$ cat config.mk
export PLATFORM = sky130hd
export DESIGN_NAME = ddr_rd_arbiter
export DESIGN_NICKNAME = d
export VERILOG_FILES = /design/src/rtl/ddr_rd_arbiter.sv
export SDC_FILE = /design/constraint.sdc
export NUM_CORES = 1
export LEC_CHECK = 0
export CORE_MARGIN = 5
export CORE_UTILIZATION = 39
export CTS_CLUSTER_SIZE = 40
export DETAILED_ROUTE_END_ITERATION = 10
export GPL_ROUTABILITY_DRIVEN = 0
export HOLD_SLACK_MARGIN = 0.1
export PLACE_DENSITY = 0.8
export SLEW_MARGIN = 30
export SYNTH_ARGS = -nofsm -noshare
export SYNTH_HDL_FRONTEND = slang
export SYNTH_SLANG_ARGS = --single-unit
$ cat constraint.sdc
create_clock -name clock_i -period 4.9 [get_ports clock_i]
set_clock_uncertainty 0.1 [all_clocks]
set_input_delay 1.225 -clock clock_i [delete_from_list [all_inputs] [get_ports clock_i]]
set_output_delay 1.225 -clock clock_i [all_outputs]
set_load 0.005 [all_outputs]
$ cat src/rtl/ddr_rd_arbiter.sv
// ddr_rd_arbiter
// Four-client round-robin read arbiter in front of the DDR controller read
// port. Issued reads carry the client index as the owner tag. Returned data
// is steered back to the owning client. A per-client outstanding counter caps
// how many reads each client may have in flight.

module ddr_rd_arbiter #(
  parameter int ADDR_W  = 23,
  parameter int DATA_W  = 32,
  parameter int MAX_OUT = 4
) (
  input  logic                clock_i,
  input  logic                reset_i,
  input  logic [3:0]          cl_req_i,
  input  logic [4*ADDR_W-1:0] cl_addr_i,
  output logic [3:0]          cl_ack_o,
  output logic [DATA_W-1:0]   cl_data_o,
  output logic [3:0]          cl_ready_o,
  output logic                rd_req_o,
  output logic                rd_block_o,
  output logic [1:0]          rd_owner_o,
  output logic [ADDR_W-1:0]   rd_addr_o,
  input  logic                rd_busy_i,
  input  logic [1:0]          rd_owner_i,
  input  logic [DATA_W-1:0]   rd_data_i,
  input  logic                rd_ready_i,
  output logic                err_o
);

  localparam logic [2:0] MAX_CNT = 3'(MAX_OUT);

  // Two-bit index to four-bit one-hot select.
  function automatic logic [3:0] onehot4(input logic [1:0] idx);
    logic [3:0] sel;
    case (idx)
      2'd0:    sel = 4'b0001;
      2'd1:    sel = 4'b0010;
      2'd2:    sel = 4'b0100;
      2'd3:    sel = 4'b1000;
      default: sel = 4'b0000;
    endcase
    return sel;
  endfunction

  // Request slot and return path registers.
  logic              rd_req_r;
  logic [ADDR_W-1:0] rd_addr_r;
  logic [1:0]        rd_owner_r;
  logic [DATA_W-1:0] cl_data_r;
  logic [3:0]        cl_ready_r;
  logic              err_r;
  logic [1:0]        last_r;
  logic [2:0]        count_r     [4];

  // Arbitration and bookkeeping nets.
  logic              slot_free_s;
  logic [3:0]        elig_s;
  logic              grant_s;
  logic [1:0]        winner_s;
  logic [1:0]        cand_s;
  logic [ADDR_W-1:0] win_addr_s;
  logic [3:0]        inc_s;
  logic [3:0]        dec_s;
  logic [2:0]        count_nxt_s [4];
  logic              ret_err_s;

  assign rd_req_o   = rd_req_r;
  assign rd_addr_o  = rd_addr_r;
  assign rd_owner_o = rd_owner_r;
  assign rd_block_o = 1'b0;
  assign cl_data_o  = cl_data_r;
  assign cl_ready_o = cl_ready_r;
  assign err_o      = err_r;

  // The slot can take a new request when empty or when the controller is
  // accepting its current content on this edge.
  assign slot_free_s = !rd_req_r || !rd_busy_i;

  // A client is eligible while requesting and below its outstanding cap.
  always_comb begin
    elig_s = 4'b0000;
    for (int n = 0; n < 4; n++) begin
      if (cl_req_i[n] && (count_r[n] < MAX_CNT)) begin
        elig_s[n] = 1'b1;
      end else begin
        elig_s[n] = 1'b0;
      end
    end
  end

  // Round-robin search starting at the client after the last winner.
  always_comb begin
    grant_s  = 1'b0;
    winner_s = 2'b00;
    cand_s   = 2'b00;
    for (int k = 1; k <= 4; k++) begin
      cand_s = last_r + 2'(k);
      if (slot_free_s && !grant_s && elig_s[cand_s]) begin
        grant_s  = 1'b1;
        winner_s = cand_s;
      end else begin
        winner_s = winner_s;
      end
    end
  end

  // Select the winning client's address field.
  always_comb begin
    win_addr_s = {ADDR_W{1'b0}};
    case (winner_s)
      2'd0:    win_addr_s = cl_addr_i[0*ADDR_W +: ADDR_W];
      2'd1:    win_addr_s = cl_addr_i[1*ADDR_W +: ADDR_W];
      2'd2:    win_addr_s = cl_addr_i[2*ADDR_W +: ADDR_W];
      2'd3:    win_addr_s = cl_addr_i[3*ADDR_W +: ADDR_W];
      default: win_addr_s = {ADDR_W{1'b0}};
    endcase
  end

  // Acknowledge the winner in the same cycle; held low throughout reset.
  always_comb begin
    cl_ack_o = 4'b0000;
    if (!reset_i && grant_s) begin
      cl_ack_o = onehot4(winner_s);
    end else begin
      cl_ack_o = 4'b0000;
    end
  end

  // Per-client increment on capture, decrement on return (never below 0).
  always_comb begin
    inc_s = 4'b0000;
    dec_s = 4'b0000;
    for (int n = 0; n < 4; n++) begin
      count_nxt_s[n] = count_r[n];
      inc_s[n] = grant_s && (winner_s == 2'(n));
      dec_s[n] = rd_ready_i && (rd_owner_i == 2'(n)) && (count_r[n] != 3'd0);
      case ({inc_s[n], dec_s[n]})
        2'b10:   count_nxt_s[n] = count_r[n] + 3'd1;
        2'b01:   count_nxt_s[n] = count_r[n] - 3'd1;
        default: count_nxt_s[n] = count_r[n];
      endcase
    end
  end

  // A return tagged for a client with nothing outstanding is a protocol error.
  assign ret_err_s = rd_ready_i && (count_r[rd_owner_i] == 3'd0);

  // Request slot: load on grant, drop when accepted with nothing to follow.
  always_ff @(posedge clock_i or posedge reset_i) begin
    if (reset_i) begin
      rd_req_r   <= 1'b0;
      rd_addr_r  <= {ADDR_W{1'b0}};
      rd_owner_r <= 2'b00;
      last_r     <= 2'd3;
    end else if (grant_s) begin
      rd_req_r   <= 1'b1;
      rd_addr_r  <= win_addr_s;
      rd_owner_r <= winner_s;
      last_r     <= winner_s;
    end else if (slot_free_s) begin
      rd_req_r   <= 1'b0;
    end
  end

  // Outstanding read counters per client.
  always_ff @(posedge clock_i or posedge reset_i) begin
    if (reset_i) begin
      for (int n = 0; n < 4; n++) begin
        count_r[n] <= 3'd0;
      end
    end else begin
      for (int n = 0; n < 4; n++) begin
        count_r[n] <= count_nxt_s[n];
      end
    end
  end

  // Return path: route controller data to the owning client for one cycle.
  always_ff @(posedge clock_i or posedge reset_i) begin
    if (reset_i) begin
      cl_data_r  <= {DATA_W{1'b0}};
      cl_ready_r <= 4'b0000;
    end else if (rd_ready_i) begin
      cl_data_r  <= rd_data_i;
      cl_ready_r <= onehot4(rd_owner_i);
    end else begin
      cl_ready_r <= 4'b0000;
    end
  end

  // Sticky error flag for returns with no matching outstanding read.
  always_ff @(posedge clock_i or posedge reset_i) begin
    if (reset_i) begin
      err_r <= 1'b0;
    end else begin
      err_r <= err_r | ret_err_s;
    end
  end

endmodule

==> flow_summary.yaml <==
outcome:
  outcome: "finished clean"
synthesis:
  yosys.area.top_type: "dfrtp_1"
  synth_top_flop_cell: "dfrtp_1"
  syn_area_um2: 3760
  ys_top_cells_by_count: "dfrtp_1 (75), nand2_1 (34), nor2_1 (34)"
  avgSynthCellArea_um2: 11.0
  ys_types: 37
  synthTopCellsByArea: "dfrtp_1 (50%), mux2_2 (9.6%), mux2i_1 (6.9%), a221oi_1 (5.4%), a21oi_1 (3.5%)"
  async_flop_share_pct: 100
  synth_edf_count: 0
  netlist.area_leader.share_pct: 49.9
  ys_ff_latch: 77
  syn_inst: 343
  synth_fp_nets: 485
  ys_seq_area_share_pct: 51.3
  yosysMostFrequentCell: "dfrtp_1"
  synth_warnings: 0
floorplan:
  row_count: 35
  dieHeight_um: 108
  start_util_pct: 40.3
  die_area_um2: 11700
  core_area_um2: 9330
  die_x_um: 108
  io_pins: 202
sta:
  rsz0062_at_grt: "no"
  relSlewSlack_pct: 56.4
  drv_slew: 0
  setup_viol: 0
  fin_crit_ps: 4740
  period_share_pct: 96.8
  worst_pin_slew_ps: 645
  tns_ps: 0
  finalHoldViolCount: 0
  final.setup.worst_slack_ps: 156
  fmax_mhz: 211
worst_setup_path:
  crit_path_max_incr_delay_ps: 530
  crit_path_start_kind: "input port"
  worst_setup_path_end_kind: "output pin"
  rrSetupSlack_ps: 2000
  crit_arrival_ps: 3420
  path_max_fanout: 4
  worstReg2RegStart: "last_r[1]$_DFFE_PP1P_"
  cp.required_ps: 3580
  crit_slowest_cell: "clkdlybuf4s50_1"
  r2r_end: "count_r[11]$_DFFE_PP0P_"
  rr_worst_depth: 12
  crit_chain: "clkdlybuf4s50_1 -> nor2b_1 -> a2bb2oi_1 -> a222oi_1 -> buf_4 -> nand2b_1 -> nand2b_1 -> nor2_1 -> clkdlybuf4s50_1"
  crit_type: "input port to output pin"
final_layout:
  fin_nets: 688
  drive_above_1_share_pct: 11.6
  area_growth_syn_to_layout_pct: 63.0
  antenna_cells: 0
  final_core_util_pct: 65.8
  final_cell_area_um2: 6130
worst_hold_path:
  whs_path_depth: 2
  hold_class: "flip-flop to flip-flop"
  hold_start: "last_r[0]$_DFFE_PP1P_"
  whs_endpoint: "last_r[0]$_DFFE_PP1P_"
global_route:
  grt_pass1_wl_um: 18200
  grt_max_degree: 40
  grt_pass1_vias: 3571
  antenna_found_initial: 0
  grt_usage_pct: 20.0
  gr-total-overflow: 0
routing:
  viasPerCell: 5.02
  drt_iter0_markers: 159
  via_count: 3413
  drt.antenna.violating_nets: 0
  wirelength_um: 11900
  dr.pass1.iters: 4
  wl_per_cell_um: 17.5
  drcViolationCount: 0
placement:
  dpl-instance-area_um2: 5930
  place_hpwl_um: 9520
  numPortBuffers: 200
  place_ws_ps: 109
clock_network:
  clk_pin_slew_worst_paths_ps: 70
  clock_latency_ps: 340
  numCtsBuffers: 9
  clk_path_buf_depth: 2
  clock-sinks: 77
  postCtsHoldBufs: 0
  htreeDepth: 3
  clock-root-buffer: "clkbuf_8"
  cts_resized: 0
  post-cts-setup-buffers: 0
  cts_tree: "built"
power_and_ir_drop:
  vdd_drop_max_v: 0.000445
  power_density_nw_per_um2: 458
  total_leakage_power_nw: 2.67
  finalPower_w: 0.00281
job:
  drv_cap: 0
final cells by class:
class | instances | area (um^2)
fillers | 754 | 3190
repair buffers | 212 | 2090
flip-flops and latches | 77 | 1930
multi-input cells | 231 | 1690
well taps | 129 | 161
clock buffers | 11 | 141
clock inverters | 5 | 58.8
inverters | 15 | 57.6
cell usage in the layout (no fill, tap or decap), types with 3 or more instances in the layout:
| master | synthesis | final |
|---|---|---|
| clkdlybuf4s50_1 | 0 | 200 |
| dfrtp_1 | 75 | 75 |
| nor2_1 | 34 | 34 |
| nand2_1 | 34 | 33 |
| mux2_2 | 32 | 32 |
| mux2i_1 | 26 | 26 |
| a21oi_1 | 26 | 25 |
| a221oi_1 | 23 | 23 |
| inv_1 | 15 | 14 |
| buf_4 | 3 | 12 |
| clkbuf_8 | 0 | 10 |
| xor2_1 | 8 | 8 |
| nand2b_1 | 7 | 7 |
| nor2b_1 | 4 | 4 |
| xnor2_1 | 4 | 4 |
| nor3_1 | 4 | 4 |
| fa_1 | 4 | 4 |
| ha_1 | 4 | 4 |
| a21o_1 | 3 | 3 |
state kept, by name, summed over array words and instances, names as in the netlist:
name / cells
cl_data_o: 32
rd_addr_o: 23
count_r: 12
cl_ready_o: 4
last_r: 2
rd_owner_o: 2
err_o: 1
rd_req_o: 1
cells by family (layout without fill, tap and decap cells):
group | Yosys count | count (layout) | synth area share, %
other cells | 1 | 1 | 0.0996
mux | 58 | 58 | 16.5
xor+xnor | 12 | 12 | 2.79
compound gates | 62 | 62 | 11.6
simple gates | 90 | 90 | 10.4
buf+inv | 35 | 243 | 3.92
fa+ha+maj | 8 | 8 | 3.46
flops | 77 | 77 | 51.3
stage by stage:
stage	std cells	hold WS, ps
after floorplan	343	347
after global routing	680	407
final	680	377
after global placement	663	359
after CTS	679	381
after detailed placement	663	367
worst max path at each step:
stage,startpoint,end,depth (start not counted)
5_1_grt,cl_req_i[1],cl_ack_o[0],9
4_1_cts,cl_req_i[3],cl_ack_o[0],8
6_report,cl_req_i[1],cl_ack_o[0],9
3_5_place_dp,cl_req_i[3],cl_ack_o[0],8
2_1_floorplan,reset_i,cl_ack_o[2],2
3_3_place_gp,cl_req_i[3],cl_ack_o[0],8
power breakdown:
part           internal, W  switching [W]  total, W
Sequential        0.000846       0.000137  0.000982
Combinational     0.000722       0.000626   0.00135
Clock             0.000250       0.000229  0.000480
Total              0.00182       0.000992   0.00281
worst max-delay path: cells and delay by family:
kind                   cells  cell delay (ps)
and+or+nand+nor            4              720
buffers and inverters      3             1160
AOI/OAI and AO/OA          2              310
layer usage:
metal,part of all wire [%],vias up,track usage [%],wire [um]
met4,2.6,0,6.58,306
li1,-,1607,-,-
met3,5.3,20,4.66,628
met1,38,1677,24.4,4490
met5,0,-,0,0
met2,55,109,34.9,6500
Power figures use the tool's default switching activity.
